--- config.mk ---
export PLATFORM = sky130hd
export DESIGN_NAME = fifo_rr_arbiter
export DESIGN_NICKNAME = d
export VERILOG_FILES = /design/src/rtl/fifo_rr_arbiter.sv
export SDC_FILE = /design/constraint.sdc
export NUM_CORES = 1
export LEC_CHECK = 0
export BUFFER_PORTS_ARGS = -buffer_cell sky130_fd_sc_hd__buf_2
export CAP_MARGIN = 40
export CORE_ASPECT_RATIO = 0.7
export CORE_MARGIN = 2
export CORE_UTILIZATION = 39
export CTS_BUF_LIST = sky130_fd_sc_hd__clkbuf_8
export DETAILED_ROUTE_END_ITERATION = 16
export PLACE_DENSITY = 0.87
export SYNTH_ARGS = -nofsm -noshare
export SYNTH_HDL_FRONTEND = slang
export SYNTH_SLANG_ARGS = --single-unit
--- constraint.sdc ---
create_clock -name clk -period 5.25 [get_ports clk]
set_input_delay 0.525 -clock clk [delete_from_list [all_inputs] [get_ports clk]]
set_output_delay 0.525 -clock clk [all_outputs]
set_load 0.1 [all_outputs]
--- src/rtl/fifo_rr_arbiter.sv ---
// rtl/fifo_rr_arbiter.sv - round-robin, burst-locking arbiter for one FIFO insert port.
// Define FIFO_ARB_PRIO0_EN to give requester 0 fixed priority whenever a new burst is admitted.
module fifo_rr_arbiter #(
  parameter int WIDTH    = 32,
  parameter int NUM_REQ  = 3,
  parameter int FIFO_NUM = 4,
  parameter int MIN_FREE = 1,
  localparam int FREE_W  = $clog2(FIFO_NUM) + 1,
  localparam int GIDX_W  = $clog2(NUM_REQ)
) (
  input  logic                       clk,
  input  logic                       rst,
  input  logic [NUM_REQ-1:0]         IN_valid,
  input  logic [NUM_REQ*WIDTH-1:0]   IN_data,
  input  logic [NUM_REQ-1:0]         IN_last,
  output logic [NUM_REQ-1:0]         OUT_ready,
  input  logic [FREE_W-1:0]          IN_fifoFree,
  output logic                       OUT_valid,
  output logic [WIDTH-1:0]           OUT_data,
  input  logic                       IN_ready,
  output logic [GIDX_W-1:0]          OUT_grantIdx,
  output logic                       OUT_busy
);

`ifdef FIFO_ARB_PRIO0_EN
  localparam bit PRIO0 = 1'b1;
`else
  localparam bit PRIO0 = 1'b0;
`endif

  typedef enum logic {IDLE, LOCKED} state_t;

  state_t              fsm_q, fsm_d;
  logic [GIDX_W-1:0]   rr_ptr_q, rr_ptr_d;
  logic [GIDX_W-1:0]   lock_idx_q, lock_idx_d;

  logic                cand_found;
  logic [GIDX_W-1:0]   cand_idx;
  logic [GIDX_W-1:0]   grant_idx;
  logic                admit;
  logic                accept;

  function automatic logic [GIDX_W-1:0] next_idx(input logic [GIDX_W-1:0] v);
    if (v == GIDX_W'(NUM_REQ - 1)) return '0;
    return v + 1'b1;
  endfunction

  always_ff @(posedge clk) begin
    if (rst) begin
      fsm_q      <= IDLE;
      rr_ptr_q   <= '0;
      lock_idx_q <= '0;
    end else begin
      fsm_q      <= fsm_d;
      rr_ptr_q   <= rr_ptr_d;
      lock_idx_q <= lock_idx_d;
    end
  end

  // First valid requester at or after rr_ptr_q, wrapping modulo NUM_REQ.
  always_comb begin : cand_scan
    logic [GIDX_W:0] sum;
    sum        = '0;
    cand_found = 1'b0;
    cand_idx   = '0;
    for (int k = 0; k < NUM_REQ; k++) begin
      sum = {1'b0, rr_ptr_q} + (GIDX_W+1)'(k);
      if (sum >= (GIDX_W+1)'(NUM_REQ)) sum = sum - (GIDX_W+1)'(NUM_REQ);
      if (!cand_found && IN_valid[sum[GIDX_W-1:0]]) begin
        cand_found = 1'b1;
        cand_idx   = sum[GIDX_W-1:0];
      end
    end
    if (PRIO0 && IN_valid[0]) begin
      cand_found = 1'b1;
      cand_idx   = '0;
    end
  end

  always_comb begin
    fsm_d      = fsm_q;
    rr_ptr_d   = rr_ptr_q;
    lock_idx_d = lock_idx_q;
    case (fsm_q)
      IDLE: begin
        if (accept) begin
          if (IN_last[grant_idx]) begin
            if (!(PRIO0 && grant_idx == '0)) rr_ptr_d = next_idx(grant_idx);
          end else begin
            fsm_d      = LOCKED;
            lock_idx_d = grant_idx;
          end
        end
      end
      LOCKED: begin
        if (accept && IN_last[lock_idx_q]) begin
          fsm_d = IDLE;
          if (!(PRIO0 && lock_idx_q == '0)) rr_ptr_d = next_idx(lock_idx_q);
        end
      end
      default: fsm_d = IDLE;
    endcase
  end

  // Ready is keyed on the grant alone so a producer's valid never feeds another's ready.
  always_comb begin
    grant_idx = (fsm_q == LOCKED) ? lock_idx_q : cand_idx;
    admit     = cand_found && (IN_fifoFree >= FREE_W'(MIN_FREE));
    OUT_valid = (fsm_q == LOCKED) ? IN_valid[lock_idx_q] : admit;
    accept    = OUT_valid && IN_ready;
    OUT_ready = '0;
    if (fsm_q == LOCKED || admit) OUT_ready[grant_idx] = IN_ready;
    OUT_data = '0;
    for (int i = 0; i < NUM_REQ; i++) begin
      if (grant_idx == GIDX_W'(i)) OUT_data = IN_data[i*WIDTH +: WIDTH];
    end
    OUT_grantIdx = grant_idx;
    OUT_busy     = (fsm_q == LOCKED);
  end

endmodule

Word level (Yosys, flattened, before mapping)
Cells that the tools add are included.

Add/subtract/negate cells: 7. Mux-type cells: 48. $lt $le $gt $ge: 10. Reduce and logical (&&, ||, !) cells: 12. Equal/unequal tests: 6. Bitwise operators: 3.

Operator list (number): $mux 32 (3); $mux 2 (14); $mux 1 (21); $lt 2x3->1 const B (5); $bmux 1 s2 (6); $ge 3x2->1 const B (2); $logic_and 1x1->1 (6); $reduce_and 3->1 (2); $sub 2x2->2 const B (3); $add 2x1->2 const B (2); $eq 2x2->1 const B (2); $ne 2x2->1 const B (2); $pmux 2 s2 (1); $add 2x1->3 const B (1); $add 2x2->3 const B (1); $and 3x3->3 (1); $ge 3x1->1 const B (1); $mux 3 (1); $demux 1 s2 (1); $eq 2x1->1 const B (1); $ge 2x1->1 const B (1); $ge 2x2->1 const B (1); $logic_not 1->1 (2); $logic_not 2->1 (1); other kinds (4) (5).

Register bits after elaboration: 5. Logic and storage cells: 89. Bits of input ports: 108.

Logic depth before layout (Yosys ltp)
Gate-level depths: netlist (run 1).

Word-level depth: 21. Depth in mapped cells: 13. Mapped depth without buffers: 9.

Worst setup path before layout (run 1)
OpenSTA, ideal clock, no wires.

Path kind: register to output. Start: register rr_ptr_q[0]. End: output OUT_ready[0]. Arrival: 4.502 ns. Stages on the path, launching flop included: 10. Path slack: 0.223 ns. Data required time: 4.725 ns. Cell sequence: dfxtp_1 -> inv_1 -> ha_1 -> buf_2 -> or2_4 -> o32ai_2 -> a21oi_4 -> buf_6 -> clkbuf_1 -> nor3_1.

Word-level cells in the longest chain between the ends: 18.

Ends and longest elaborated chain: start, declared (RTL line 34) `logic [GIDX_W-1:0] rr_ptr_q, rr_ptr_d;`; start signal, assigned (RTL line 55) `rr_ptr_q <= rr_ptr_d;`; parallel branches: the longest is 10 deep, another holds $add 2x1->3; $mux 2 * (RTL line 69) `if (!cand_found && IN_valid[sum[GIDX_W-1:0]]) begin`; $mux 2 * (RTL line 107) `grant_idx = (fsm_q == LOCKED) ? lock_idx_q : cand_idx;`; via OUT_grantIdx[1] (RTL line 21) `output logic [GIDX_W-1:0] OUT_grantIdx,`; $lt 2x3->1 (not written as such) / $ge 2x1->1 (equally long branches) (RTL line 112) `if (fsm_q == LOCKED || admit) OUT_ready[grant_idx] = IN_ready;`; $logic_and 1x1->1 (not written as such) (RTL line 112); $mux 1 (not written as such) (RTL line 112); $demux 1 s2 * (RTL line 112); $and 3x3->3 (no source line) *; $mux 3 * (RTL line 112); end, declared (RTL line 16) `output logic [NUM_REQ-1:0] OUT_ready,`.

Mark *: on every way through the listed nets, which the timed path passes. The select of a mux whose other input is x is not followed.

Worst setup path after layout (run 1)
Start: register rr_ptr_q[0]. End: output OUT_data[16].

Word-level cells in the longest chain between the ends: 16.

Ends and longest elaborated chain: parallel branches: the longest is 10 deep, another holds $add 2x1->3; $mux 2 * (RTL line 69); $mux 2 * (RTL line 107); $logic_not 2->1 (RTL line 115) `if (grant_idx == GIDX_W'(i)) OUT_data = IN_data[i*WIDTH +: WIDTH];`; $mux 32 (2 in series) (RTL line 115); $mux 32 * (RTL line 115); end, declared (RTL line 19) `output logic [WIDTH-1:0] OUT_data,`.

Every way passes the cells marked *. The select of a mux whose other input is x is not followed.

==> results of run 1 <==
-- logic make-up (layout without fill, tap and decap cells) --
family / after synthesis / in the layout / synth area share [%]
AND/OR/NAND/NOR: 60 / 60 / 21.3
AO/OA/AOI/OAI: 62 / 62 / 29.7
buffers and inverters: 22 / 162 / 8.00
multiplexers: 40 / 40 / 29.9
flip-flops: 5 / 5 / 7.44
adder cells (fa/ha/maj): 4 / 4 / 3.72
-- path summary, 6_finish.rpt --
path,endpoint,slack (ns),cells past startpoint
worst min register to register,rr_ptr_q[0]$_SDFFE_PP0P_,0.52,2
worst max register to register,lock_idx_q[1]$_SDFFE_PP0P_,2.40,10
worst max-delay path,OUT_data[16],1.43,11
worst min-delay path,rr_ptr_q[0]$_SDFFE_PP0P_,0.52,2
-- per-layer routing --
layer	vias to the layer above	part of all wire, %
li1	973	-
met1	881	41
met2	100	51
met3	6	7.8
met4	0	0.72
met5	-	0
-- metrics by stage --
stage               hold WS (ns)  setup slack, ns
finish                     0.523             1.43
global route               0.556             1.19
CTS                        0.531             1.41
detailed placement         0.526             1.66
global placement           0.497             1.52
floorplan                  0.472            0.223
-- flip-flops by register name (all words and copies together), names as in the netlist --
signal      flops
lock_idx_q      2
rr_ptr_q        2
OUT_busy        1
-- cells in the mapped netlist, drive strengths merged --
master | count | area share [%]
ha | 4 | 3.7
o22ai | 1 | 0.47
a311o | 1 | 0.74
buf | 9 | 4.4
and2 | 1 | 0.47
nand4bb | 1 | 0.84
inv | 9 | 2.5
nor2 | 4 | 1.1
nand4 | 1 | 0.47
dfxtp | 5 | 7.4
nand2 | 35 | 9.8
nand3 | 2 | 1.1
mux2i | 39 | 29
nor3 | 5 | 1.9
nand3b | 1 | 0.56
and3b | 1 | 0.65
a211o | 3 | 2.0
o21ai | 39 | 15
a21oi | 9 | 4.5
o21a | 1 | 0.56
or3 | 2 | 0.93
nand2b | 1 | 0.47
clkbuf | 4 | 1.1
a31o | 3 | 2.0
o211ai | 1 | 0.93
o32ai | 1 | 1.2
mux2 | 1 | 0.84
nor2b | 3 | 1.4
or2 | 2 | 1.1
o21bai | 2 | 2.0
and2b | 1 | 0.56
o2bb2ai | 1 | 0.65
-- tightest hold or removal path, delay by kind of cell (launching register included) --
kind             cells  cell delay [ns]
DFF                  1             0.33
and+or+nand+nor      1             0.07
muxes                1             0.07
-- area by class of cell --
class	count	area share, %
Timing Repair Buffer	149	36.0
Clock buffer	3	1.92
Inverter	9	1.57
Clock inverter	1	0.175
Tap cell	47	2.74
Multi-Input combinational cell	166	52.9
Sequential cell	5	4.66
==> tab_implementation.tex, run 1 <==
\begin{tabular}{lr}
\hline
Metric & Value \\
\hline
\multicolumn{2}{l}{\textbf{Finish}} \\
Commonest cells after routing, fill and taps aside & sky130\_fd\_sc\_hd\_\_buf\_2, sky130\_fd\_sc\_hd\_\_mux2i\_1, sky130\_fd\_sc\_hd\_\_nand2\_1 \\
Final standard cell count with taps included and fillers excluded & 380 \\
Net count, final & 446 \\
Layout cells sized above 1 & 48.9\% \\
Fillers & 304 \\
Share of the core filled with cells & 66.9\% \\
Growth of design area from synthesis to finish & 59.7\% \\
Non-Filler Cell Area, Final & 2150 um\^{}2 \\
Area of the multi-input gates & 1140 um\^{}2 \\
Total inserted antenna cells & 0 \\
Storage cell area & 100 um\^{}2 \\
Most common library cell in the layout ignoring fill and taps & sky130\_fd\_sc\_hd\_\_buf\_2 \\
\multicolumn{2}{l}{\textbf{Die}} \\
Die area & 3940 um\^{}2 \\
I/O pins & 147 \\
Initial standard-cell utilization of the core & 41.9\% \\
Number of core rows & 17 \\
Floorplan core area & 3210 um\^{}2 \\
Die Wd & 74.2 um \\
Die height & 53.1 um \\
\multicolumn{2}{l}{\textbf{Worst setup path}} \\
Top delay family on crit path & simple AND/OR/NAND/NOR gates \\
Slowest library cell on the worst path & sky130\_fd\_sc\_hd\_\_and2\_1 \\
Arrival time reported for the critical path endpoint & 3.29 ns \\
Number of buffers and inverters on the critical path & 3 \\
Kind of launch point of the worst setup path & register \\
CP Data Required Time & 4.72 ns \\
Startpoint of the most critical setup path & rr\_ptr\_q[0]\$\_SDFFE\_PP0P\_ \\
Biggest cell delay along the critical path & 0.49 ns \\
Cells along the critical path & inv\_1 > ha\_1 > nor2b\_1 > o21ai\_0 > a211o\_1 > nand3\_2 > and2\_1 > buf\_8 > nand2\_1 > o21ai\_1 > buf\_2 \\
Worst Setup Path Type & register to output pin \\
Crit path capture type & output pin \\
Crit Reg-Reg Startpoint & rr\_ptr\_q[0]\$\_SDFFE\_PP0P\_ \\
Critical-path maximum fanout & 21 \\
\multicolumn{2}{l}{\textbf{Run}} \\
Max-cap violations & 0 \\
\multicolumn{2}{l}{\textbf{Global route}} \\
Via count of the first global-routing pass & 1668 \\
Met1 usage in global routing & 30.6\% \\
Global-route wire length before repair & 7450 um \\
Maximum number of pins on one net before global-route repair & 41 \\
Most used routing layer in global routing & met2 \\
Total routing resource utilization after global routing & 24.5\% \\
Initial antenna violation count & 0 \\
Met3 track utilization from global routing & 3.24\% \\
Grt met2 use & 44.2\% \\
Global route overflow & 0 \\
\multicolumn{2}{l}{\textbf{Route}} \\
DR vias & 1960 \\
Via density per instance & 5.16 \\
Detailed Route WL & 5290 um \\
DRT antenna net count & 0 \\
Number of design rule violations left after detail routing & 0 \\
Number of iterations in the first detailed-routing pass & 4 \\
1st-iter DRT viols & 140 \\
Drt wl/cell & 13.9 um \\
\multicolumn{2}{l}{\textbf{Synth}} \\
Mapped cell area & 1350 um\^{}2 \\
Synthesis warning total & 0 \\
Synth Net Count & 305 \\
Count of unique library cells instantiated by Yosys & 43 \\
Register area share after synthesis & 7.44\% \\
Synthesized flop and latch total & 5 \\
Number of standard cells after synthesis & 193 \\
Per-instance average area after synthesis & 6.97 um\^{}2 \\
\multicolumn{2}{l}{\textbf{Worst hold path}} \\
Worst Hold Launch & rr\_ptr\_q[0]\$\_SDFFE\_PP0P\_ \\
Classification of the worst-slack hold path & register to register \\
\multicolumn{2}{l}{\textbf{Clocking}} \\
Hold Buf Count CTS & 0 \\
Number of buffers inserted by post-CTS setup repair & 0 \\
Clock tree from TritonCTS & built \\
Post-cts sizing count & 0 \\
Clock-pin slew reported for the worst setup and hold paths after clock tree synthesis & 0.03 ns \\
Number of sinks on the clock net & 5 \\
Longest Clk Path Bufs & 2 \\
CTS root buffer & sky130\_fd\_sc\_hd\_\_clkbuf\_8 \\
Total number of H-tree levels & 1 \\
Number of buffers inserted during clock tree synthesis & 3 \\
Insertion delay of the later-clocked pin in the worst-skew pair & 0.22 ns \\
\multicolumn{2}{l}{\textbf{STA}} \\
Max Clk Rate & 262 MHz \\
Number of endpoints failing setup at the final stage & 0 \\
Hold violation count in the final report & 0 \\
Worst clock skew on the final layout & 0.00128 ns \\
RSZ-0062 raised after global routing & no \\
Least-Margin Pin Slew & 0.531 ns \\
Total negative slack & 0 ns \\
Count of final max-slew check failures & 0 \\
Slew HR & 64.6\% \\
Part of the cycle the worst path needs & 72.7\% \\
Time the worst path needs with I/O delays and setup & 3.82 ns \\
\multicolumn{2}{l}{\textbf{Status}} \\
Status & complete, no violations \\
\multicolumn{2}{l}{\textbf{Placement}} \\
Gpl congestion & 0.889 \\
Area post-placement & 2100 um\^{}2 \\
Quantity of I/O buffers inserted on ports & 146 \\
Number of placed instances, taps included & 376 \\
Detail Placement HPWL & 4280 um \\
\hline
\end{tabular}
Power of run 1 is left out: the tool's default activity adds up to more than one toggle a clock period on the data nets, which glitch-free logic cannot reach.
==> run 2: changes to the inputs <==
--- a/config.mk
+++ b/config.mk
@@ -5,14 +5,15 @@
 export SDC_FILE = /design/constraint.sdc
 export NUM_CORES = 1
 export LEC_CHECK = 0
+export ABC_AREA = 1
 export BUFFER_PORTS_ARGS = -buffer_cell sky130_fd_sc_hd__buf_2
 export CAP_MARGIN = 40
 export CORE_ASPECT_RATIO = 0.7
 export CORE_MARGIN = 2
-export CORE_UTILIZATION = 39
+export CORE_UTILIZATION = 35
 export CTS_BUF_LIST = sky130_fd_sc_hd__clkbuf_8
 export DETAILED_ROUTE_END_ITERATION = 16
-export PLACE_DENSITY = 0.87
+export PLACE_DENSITY = 0.8
 export SYNTH_ARGS = -nofsm -noshare
 export SYNTH_HDL_FRONTEND = slang
 export SYNTH_SLANG_ARGS = --single-unit
==> constraint.sdc (replaced) <==
create_clock -name clk -period 4 [get_ports clk]
set_input_delay 0.4 -clock clk [delete_from_list [all_inputs] [get_ports clk]]
set_output_delay 0.4 -clock clk [all_outputs]
set_load 0.1 [all_outputs]
==> tab_implementation.tex, run 2 <==
\begin{tabular}{lr}
\hline
Metric & Value \\
\hline
\multicolumn{2}{l}{\textbf{Worst setup path}} \\
Crit path capture type & output pin \\
CP Data Required Time & 3.60 ns \\
Worst R2R End & rr\_ptr\_q[0]\$\_SDFFE\_PP0P\_ \\
Worst Setup Path Type & register to output pin \\
Crit Reg-Reg Startpoint & rr\_ptr\_q[0]\$\_SDFFE\_PP0P\_ \\
Critical-path maximum fanout & 33 \\
Minimum setup slack among reg-to-reg paths & 1.50 ns \\
Arrival time reported for the critical path endpoint & 2.93 ns \\
Kind of launch point of the worst setup path & register \\
R2R depth & 17 \\
\multicolumn{2}{l}{\textbf{Die}} \\
Initial standard-cell utilization of the core & 36.4\% \\
I/O pins & 147 \\
Number of core rows & 18 \\
Floorplan core area & 3540 um\^{}2 \\
Die area & 4190 um\^{}2 \\
Die height & 54.8 um \\
Die Wd & 76.5 um \\
\multicolumn{2}{l}{\textbf{Finish}} \\
Commonest cells after routing, fill and taps aside & sky130\_fd\_sc\_hd\_\_buf\_2, sky130\_fd\_sc\_hd\_\_nand2\_1, sky130\_fd\_sc\_hd\_\_inv\_1 \\
Growth of design area from synthesis to finish & 59.1\% \\
Total inserted antenna cells & 0 \\
Most common library cell in the layout ignoring fill and taps & sky130\_fd\_sc\_hd\_\_buf\_2 \\
Net count, final & 474 \\
Layout cells sized above 1 & 49.6\% \\
\multicolumn{2}{l}{\textbf{Clocking}} \\
Longest Clk Path Bufs & 2 \\
Hold Buf Count CTS & 0 \\
Post-cts sizing count & 0 \\
Clock-pin slew reported for the worst setup and hold paths after clock tree synthesis & 0.04 ns \\
Insertion delay of the later-clocked pin in the worst-skew pair & 0.22 ns \\
Total number of H-tree levels & 1 \\
Number of buffers inserted by post-CTS setup repair & 0 \\
Clock tree from TritonCTS & built \\
Number of buffers inserted during clock tree synthesis & 3 \\
Number of sinks on the clock net & 5 \\
CTS root buffer & sky130\_fd\_sc\_hd\_\_clkbuf\_8 \\
\multicolumn{2}{l}{\textbf{Synth}} \\
Count of unique library cells instantiated by Yosys & 29 \\
Register area share after synthesis & 7.77\% \\
Synthesized flop and latch total & 5 \\
Synth area leaders & sky130\_fd\_sc\_hd\_\_nand2\_1, sky130\_fd\_sc\_hd\_\_a22oi\_2, sky130\_fd\_sc\_hd\_\_a22oi\_1 \\
Number of standard cells after synthesis & 219 \\
Synthesis warning total & 0 \\
Library cell with the highest instance count after synthesis & sky130\_fd\_sc\_hd\_\_nand2\_1 \\
Post-synth EDFFs & 0 \\
Cell accounting for the most synthesized area & sky130\_fd\_sc\_hd\_\_nand2\_1 \\
Synth async-reset ratio & 0\% \\
Area fraction of the dominant cell type after synthesis & 27.1\% \\
Mapped cell area & 1290 um\^{}2 \\
Per-instance average area after synthesis & 5.88 um\^{}2 \\
Synth Net Count & 331 \\
Commonest cells in the netlist & sky130\_fd\_sc\_hd\_\_nand2\_1, sky130\_fd\_sc\_hd\_\_inv\_1, sky130\_fd\_sc\_hd\_\_nand3\_1 \\
Dominant synthesized flop cell & sky130\_fd\_sc\_hd\_\_dfxtp\_1 \\
\multicolumn{2}{l}{\textbf{STA}} \\
Slew HR & 55.0\% \\
Worst clock skew on the final layout & 0.00390 ns \\
Count of final max-slew check failures & 0 \\
Total negative slack & 0 ns \\
Time the worst path needs with I/O delays and setup & 3.33 ns \\
Number of endpoints failing setup at the final stage & 0 \\
Max Clk Rate & 300 MHz \\
Hold violation count in the final report & 0 \\
RSZ-0062 raised after global routing & no \\
Least-Margin Pin Slew & 0.670 ns \\
Part of the cycle the worst path needs & 83.4\% \\
\multicolumn{2}{l}{\textbf{Worst hold path}} \\
Hold path cells & 2 \\
Worst Hold Launch & rst \\
Classification of the worst-slack hold path & input pin to register \\
Terminating pin of the worst hold path & OUT\_busy\$\_SDFF\_PP0\_ \\
\multicolumn{2}{l}{\textbf{Route}} \\
Detailed Route WL & 4860 um \\
DRT antenna net count & 0 \\
Drt wl/cell & 11.8 um \\
Number of design rule violations left after detail routing & 0 \\
Via density per instance & 4.76 \\
1st-iter DRT viols & 110 \\
Number of iterations in the first detailed-routing pass & 4 \\
DR vias & 1955 \\
\multicolumn{2}{l}{\textbf{Placement}} \\
Detail Placement HPWL & 4020 um \\
Quantity of I/O buffers inserted on ports & 146 \\
Gpl congestion & 0.925 \\
\multicolumn{2}{l}{\textbf{Global route}} \\
Total routing resource utilization after global routing & 20.1\% \\
Maximum number of pins on one net before global-route repair & 34 \\
Via count of the first global-routing pass & 1457 \\
Global-route wire length before repair & 6760 um \\
Initial antenna violation count & 0 \\
Global route overflow & 0 \\
\multicolumn{2}{l}{\textbf{Run}} \\
Max-cap violations & 0 \\
\multicolumn{2}{l}{\textbf{Status}} \\
Status & complete, no violations \\
\hline
\end{tabular}
## run 2: through the flow
| stage | cells | setup slack, ns | hold slack (ns) | instance area (um^2) | utilization (%) |
|---|---|---|---|---|---|
| final | 411 | 0.665 | 0.361 | 2050 | 58.0 |
| after global placement | 407 | 0.982 | 0.531 | 2010 | 56.7 |
| after CTS | 411 | 0.695 | 0.356 | 2050 | 58.0 |
| after detailed placement | 407 | 0.935 | 0.542 | 2010 | 56.7 |
| after floorplan | 219 | 0.380 | 0.469 | 1290 | - |
| after global routing | 411 | 0.432 | 0.361 | 2050 | 58.0 |
## run 2: layout make-up
class / count / area, um^2
fillers: 358 / 1490
multi-input cells: 185 / 1020
inverters: 20 / 80.1
well taps: 50 / 62.6
clock inverters: 1 / 3.75
repair buffers: 147 / 738
clock buffers: 3 / 41.3
flip-flops and latches: 5 / 100
## run 2: kinds of logic (layout without fill, tap and decap cells)
kind of cell | after synthesis | after routing | synth area share [%]
buffers and inverters | 29 | 171 | 13.1
adder cells (fa/ha/maj) | 4 | 4 | 3.88
flip-flops | 5 | 5 | 7.77
AND/OR/NAND/NOR | 143 | 143 | 51.0
AO/OA/AOI/OAI | 38 | 38 | 24.3
## run 2: worst max-delay path by stage
stage	start	to	slack, ns	depth (start not counted)
after CTS	rr_ptr_q[0]$_SDFFE_PP0P_	OUT_data[5]	0.70	15
after detailed placement	rr_ptr_q[0]$_SDFFE_PP0P_	OUT_data[5]	0.94	13
after global placement	rr_ptr_q[0]$_SDFFE_PP0P_	OUT_data[5]	0.98	16
after global routing	rr_ptr_q[0]$_SDFFE_PP0P_	OUT_data[24]	0.43	15
final	rr_ptr_q[0]$_SDFFE_PP0P_	OUT_data[5]	0.67	13
after floorplan	OUT_busy$_SDFF_PP0_	OUT_ready[0]	0.38	6
## run 2: metal layers
layer / GRT usage (%) / up-vias / routed length (um)
met5: 0 / - / 0
met1: 28.3 / 856 / 2240
li1: - / 1012 / -
met4: 1.82 / 0 / 12
met3: 4.79 / 2 / 373
met2: 32.4 / 85 / 2240
## run 2: critical path, cell delays in order, from the launching register on
cell and delay, ns:
sky130_fd_sc_hd__dfxtp_1 0.36, sky130_fd_sc_hd__inv_1 0.08, sky130_fd_sc_hd__ha_1 0.38, sky130_fd_sc_hd__o21ai_2 0.20
sky130_fd_sc_hd__nand2_2 0.10, sky130_fd_sc_hd__nand4_1 0.10, sky130_fd_sc_hd__nand3_1 0.13, sky130_fd_sc_hd__nand2_4 0.17
sky130_fd_sc_hd__inv_4 0.06, sky130_fd_sc_hd__nor2_4 0.09, sky130_fd_sc_hd__buf_4 0.36, sky130_fd_sc_hd__a22oi_1 0.16
sky130_fd_sc_hd__nand2_1 0.10, sky130_fd_sc_hd__buf_2 0.42
Power of run 2 is left out for the same reason.
